**config.mk**
```make
export PLATFORM = sky130hd
export DESIGN_NAME = fetch_unit
export DESIGN_NICKNAME = d
export VERILOG_FILES = /design/src/rtl/fetch_unit_pkg.sv /design/src/rtl/fetch_unit.sv
export SDC_FILE = /design/constraint.sdc
export NUM_CORES = 1
export LEC_CHECK = 0
export ABC_AREA = 1
export BUFFER_PORTS_ARGS = -buffer_cell sky130_fd_sc_hd__buf_2
export CAP_MARGIN = 20
export CORE_MARGIN = 1.5
export CORE_UTILIZATION = 25
export CTS_CLUSTER_DIAMETER = 40
export DETAILED_ROUTE_END_ITERATION = 8
export RECOVER_POWER = 100
export SYNTH_ARGS = -nofsm -noshare
export SYNTH_HDL_FRONTEND = slang
export SYNTH_SLANG_ARGS = --single-unit
```
**constraint.sdc**
```tcl
create_clock -name clk -period 3.8 [get_ports clk]
set_input_delay 1.14 -clock clk [delete_from_list [all_inputs] [get_ports clk]]
set_output_delay 1.14 -clock clk [all_outputs]
set_load 0.02 [all_outputs]
```
**src/rtl/fetch_unit_pkg.sv**
```systemverilog
// Shared definitions for the instruction fetch unit: state encoding,
// data width and the default reset fetch address.
package fetch_unit_pkg;

   localparam int unsigned XLEN = 32;
   localparam logic [XLEN-1:0] RESET_PC_DEFAULT = 32'h0000_0000;

   typedef enum logic [1:0] {
      S_IDLE = 2'd0,
      S_REQ  = 2'd1,
      S_WAIT = 2'd2,
      S_HOLD = 2'd3
   } state_t;

   // Fetch addresses are always word aligned; low two bits are discarded.
   function automatic logic [XLEN-1:0] word_align(input logic [XLEN-1:0] a);
      return a & ~XLEN'(3);
   endfunction

endpackage

```
**src/rtl/fetch_unit.sv**
```systemverilog
// Single-outstanding instruction fetch unit: issues one memory request,
// presents the returned word to decode and follows redirects from execute.
module fetch_unit
   import fetch_unit_pkg::*;
#(
   parameter logic [XLEN-1:0] RESET_PC = RESET_PC_DEFAULT
) (
   input  logic            clk,
   input  logic            rst,
   output logic            imem_req_valid,
   input  logic            imem_req_ready,
   output logic [XLEN-1:0] imem_req_addr,
   input  logic            imem_rsp_valid,
   input  logic [XLEN-1:0] imem_rsp_data,
   output logic            if_valid,
   input  logic            if_ready,
   output logic [XLEN-1:0] if_pc,
   output logic [XLEN-1:0] if_instr,
   input  logic            redirect,
   input  logic [XLEN-1:0] redirect_pc
);

   state_t          state;
   logic [XLEN-1:0] pc;
   logic [XLEN-1:0] target;
   logic [XLEN-1:0] pc_inc;
   logic            drop;

   assign target        = word_align(redirect_pc);
   assign pc_inc        = pc + XLEN'(4);
   assign imem_req_addr = pc;

   // Drop marks an outstanding response that belongs to a squashed fetch.
   always_ff @(posedge clk or posedge rst) begin
      if (rst) begin
         state          <= S_IDLE;
         pc             <= RESET_PC;
         drop           <= 1'b0;
         imem_req_valid <= 1'b0;
         if_valid       <= 1'b0;
         if_pc          <= '0;
         if_instr       <= '0;
      end else begin
         case (state)
            S_IDLE: begin
               if (redirect) pc <= target;
               state          <= S_REQ;
               imem_req_valid <= 1'b1;
            end

            S_REQ: begin
               if (redirect) pc <= target;
               if (imem_req_ready) begin
                  state          <= S_WAIT;
                  imem_req_valid <= 1'b0;
                  drop           <= redirect;
               end
            end

            S_WAIT: begin
               if (imem_rsp_valid) begin
                  if (drop || redirect) begin
                     if (redirect) pc <= target;
                     drop           <= 1'b0;
                     state          <= S_REQ;
                     imem_req_valid <= 1'b1;
                  end else begin
                     if_pc    <= pc;
                     if_instr <= imem_rsp_data;
                     if_valid <= 1'b1;
                     state    <= S_HOLD;
                  end
               end else if (redirect) begin
                  pc   <= target;
                  drop <= 1'b1;
               end
            end

            S_HOLD: begin
               // A redirect squashes the held word even if decode takes it.
               if (redirect) begin
                  pc             <= target;
                  if_valid       <= 1'b0;
                  state          <= S_REQ;
                  imem_req_valid <= 1'b1;
               end else if (if_ready) begin
                  pc             <= pc_inc;
                  if_valid       <= 1'b0;
                  state          <= S_REQ;
                  imem_req_valid <= 1'b1;
               end
            end

            default: state <= S_IDLE;
         endcase
      end
   end

endmodule
```
==> impl_metrics.ini <==
[min_path]
hold_path.class = reg2reg
hold_start = if_pc[8]$_DFFE_PP0P_

[floorplan]
rows = 50
die_h_um = 143
start_util = 0.258
die_w_um = 143
dieArea_mm2 = 0.0203
core_mm2 = 0.0189
num_io_pins = 168

[route]
postRouteAntennaNets = 0
initialDrtViolationCount = 247
routed_via_density = 4.30
wl_per_cell_um = 14.3
vias = 4310
drc = 0
firstDrtPassIters = 4
routed_wl_mm = 14.3

[critical_path]
startpoint_type = input port
critPathMaxStageDelay_ns = 0.56
worstPathRequired_ns = 4.04
crit_fanout = 33
crit_type = in2reg
r2r_start = state[0]$_DFFE_PP0P_
path_cells = buf_2, nor3_1, nand2_4, nand2_4, inv_4, o21ai_0, nand2_1, nand2_1, inv_1
cpMaxStageDelayCell = nor3_1
crit_family = simple AND/OR/NAND/NOR gates
crit_start = redirect
crit_buf_inv = 3
worstPathArrival_ns = 3.19
crit_path_end_kind = flop

[cts]
numCtsBuffers = 9
cts.sinks = 97
clk_pin_slew_ns = 0.07
post_cts_resize_count = 0
tritoncts = done
htreeDepth = 3
hold_buffers = 0
cts_setup_buffers = 0
cts-root-buf = clkbuf_16
cts_buffer_depth = 2
insertion_delay_ns = 0.35

[sta]
hold_viol = 0
post-route-min-period_ns = 2.95
finalSetupTns_ns = 0
fin_skew_ns = 0.00978
setup_viol = 0
max_freq_ghz = 0.339
slew_headroom = -0.542
fin_crit_sh = 0.777
tightest_slew_ns = 2.30
rsz0062_at_grt = no
slew_violations = 53

[synth]
synth_top_area_cell = dfrtp_1
synth_cell_types = 32
synth_most_common_cell = nand2_1
async_flop_share = 1.00
seq_area_frac_synth = 0.499
syn_area_mm2 = 0.00487
ys_ff_latch = 97
synth.area.top_cells = dfrtp_1 50%, nand2_1 12%, mux2_2 9.0%, nor2_1 6.0%, o21ai_0 4.2%
ys_warn_count = 0
avgSynthCellArea_um2 = 8.42
synth_cells = 578
synth_edf_count = 0
synth.top_cell.area_share = 0.499
synth_common_cells = 162 x nand2_1, 97 x dfrtp_1, 78 x nor2_1
synth_top_flop_cell = dfrtp_1

[place]
dp.cells = 985
portBuffers = 161
dp_hpwl_mm = 10.9
place_area_mm2 = 0.00591
gp_congestion = 0.837

[layout]
synthToLayoutAreaGrowth_pct = 25.4
drive_gt1_frac = 0.181
fillers = 2104
final_cells = 1003
final_nets = 810
postLayoutCellArea_mm2 = 0.00611

[global_routing]
gr-total-overflow = 0
grt.total_usage = 0.142
grt_pass1_vias = 3999
antenna_found_initial = 2
grt_max_degree = 62
grt_pass1_wl_mm = 22.0

[power]
p_leak_nw = 2.79
ir_drop_uv = 240
pwr_density_cell_mw_per_mm2 = 743

[run_status]
violations = max-capacitance violations, max-slew violations
status = finished with violations

[flow_run]
drv_cap = 1
## power breakdown
part / switching (mW) / leakage (nW) / internal, mW
Sequential: 0.302 / 1.19 / 1.44
Clock: 0.415 / 0.167 / 0.648
Combinational: 1.19 / 1.43 / 0.539
## metal layers
| layer | up-vias | wire length (um) | share of wire | track usage |
|---|---|---|---|---|
| li1 | 2185 | - | - | - |
| met1 | 2005 | 6520 | 0.46 | 0.186 |
| met2 | 103 | 6810 | 0.48 | 0.226 |
| met3 | 17 | 650 | 0.045 | 0.0316 |
| met4 | 0 | 336 | 0.023 | 0.0608 |
| met5 | - | 0 | 0 | 0 |
## layout by cell type (no fill, tap or decap), types with 2 or more instances in the layout
cell / instances
nand2_1: 162
clkbuf_1: 97
dfrtp_1: 97
nor2_1: 79
buf_2: 67
o21ai_0: 47
inv_1: 42
mux2_2: 39
nand3_1: 32
a21oi_1: 16
clkbuf_16: 9
o22ai_1: 7
and2_1: 4
ha_1: 4
conb_1: 4
nor2_2: 3
bufinv_16: 3
buf_4: 3
diode_2: 2
nor3_1: 2
nand2_4: 2
o21ai_1: 2
or2_2: 2
a31oi_1: 2
o31ai_1: 2
o211ai_1: 2
a22oi_1: 2
inv_6: 2
## layout make-up
type | instances | area [um^2] | area share
inverter | 44 | 169 | 0.0277
sequential | 97 | 2430 | 0.398
antenna | 2 | 5.00 | 0.000820
clock inverter | 6 | 113 | 0.0184
clock buffer | 10 | 229 | 0.0375
multi-input combinational | 417 | 2110 | 0.346
tap | 260 | 325 | 0.0533
timing repair buffer | 167 | 723 | 0.118
## per-stage QoR
stage	hold slack, ns	power [mW]	setup slack, ns	utilization
after floorplan	0.502	2.93	0.126	-
after global placement	0.463	3.59	0.862	0.313
after detailed placement	0.468	3.63	0.895	0.313
after CTS	0.485	4.71	1.25	0.331
final	0.482	4.54	0.849	0.323
after global routing	0.498	4.86	0.576	0.323
## state kept, by name, summed over array words and instances, names as in the netlist
register,cells
imem_req_valid,1
drop,1
imem_req_addr,30
if_valid,1
if_instr,32
state,2
if_pc,30
## worst register-to-register path: stages (launching register included)
cell     delay [ns]
dfrtp_1        0.42
inv_1          0.07
ha_1           0.18
inv_1          0.08
nor3_1         0.53
nand2_4        0.41
nand2_4        0.45
inv_4          0.20
o21ai_0        0.13
nand2_1        0.07
nand2_1        0.07
inv_1          0.03
## final timing paths
path	cells after the start	slack, ns	endpoint
worst min register to register	2	0.48	if_pc[8]$_DFFE_PP0P_
worst max register to register	11	1.07	imem_req_addr[17]$_DFFE_PP0P_
worst min-delay path	2	0.48	if_pc[8]$_DFFE_PP0P_
max in group asynchronous	3	1.05	state[0]$_DFFE_PP0P_
worst max-delay path	9	0.85	imem_req_addr[17]$_DFFE_PP0P_
min in group asynchronous	2	1.40	if_instr[18]$_DFFE_PP0P_
## kinds of logic after synthesis
family / after synthesis / synth area share
AND/OR/NAND/NOR: 288 / 0.243
flip-flops: 97 / 0.499
AO/OA/AOI/OAI: 81 / 0.0892
buffers and inverters: 67 / 0.0666
multiplexers: 39 / 0.0902
adder cells (fa/ha/maj): 4 / 0.0103
other: 1 / 0.000770
XOR/XNOR: 1 / 0.00180
Note: power is estimated with default switching activity, not from simulation.
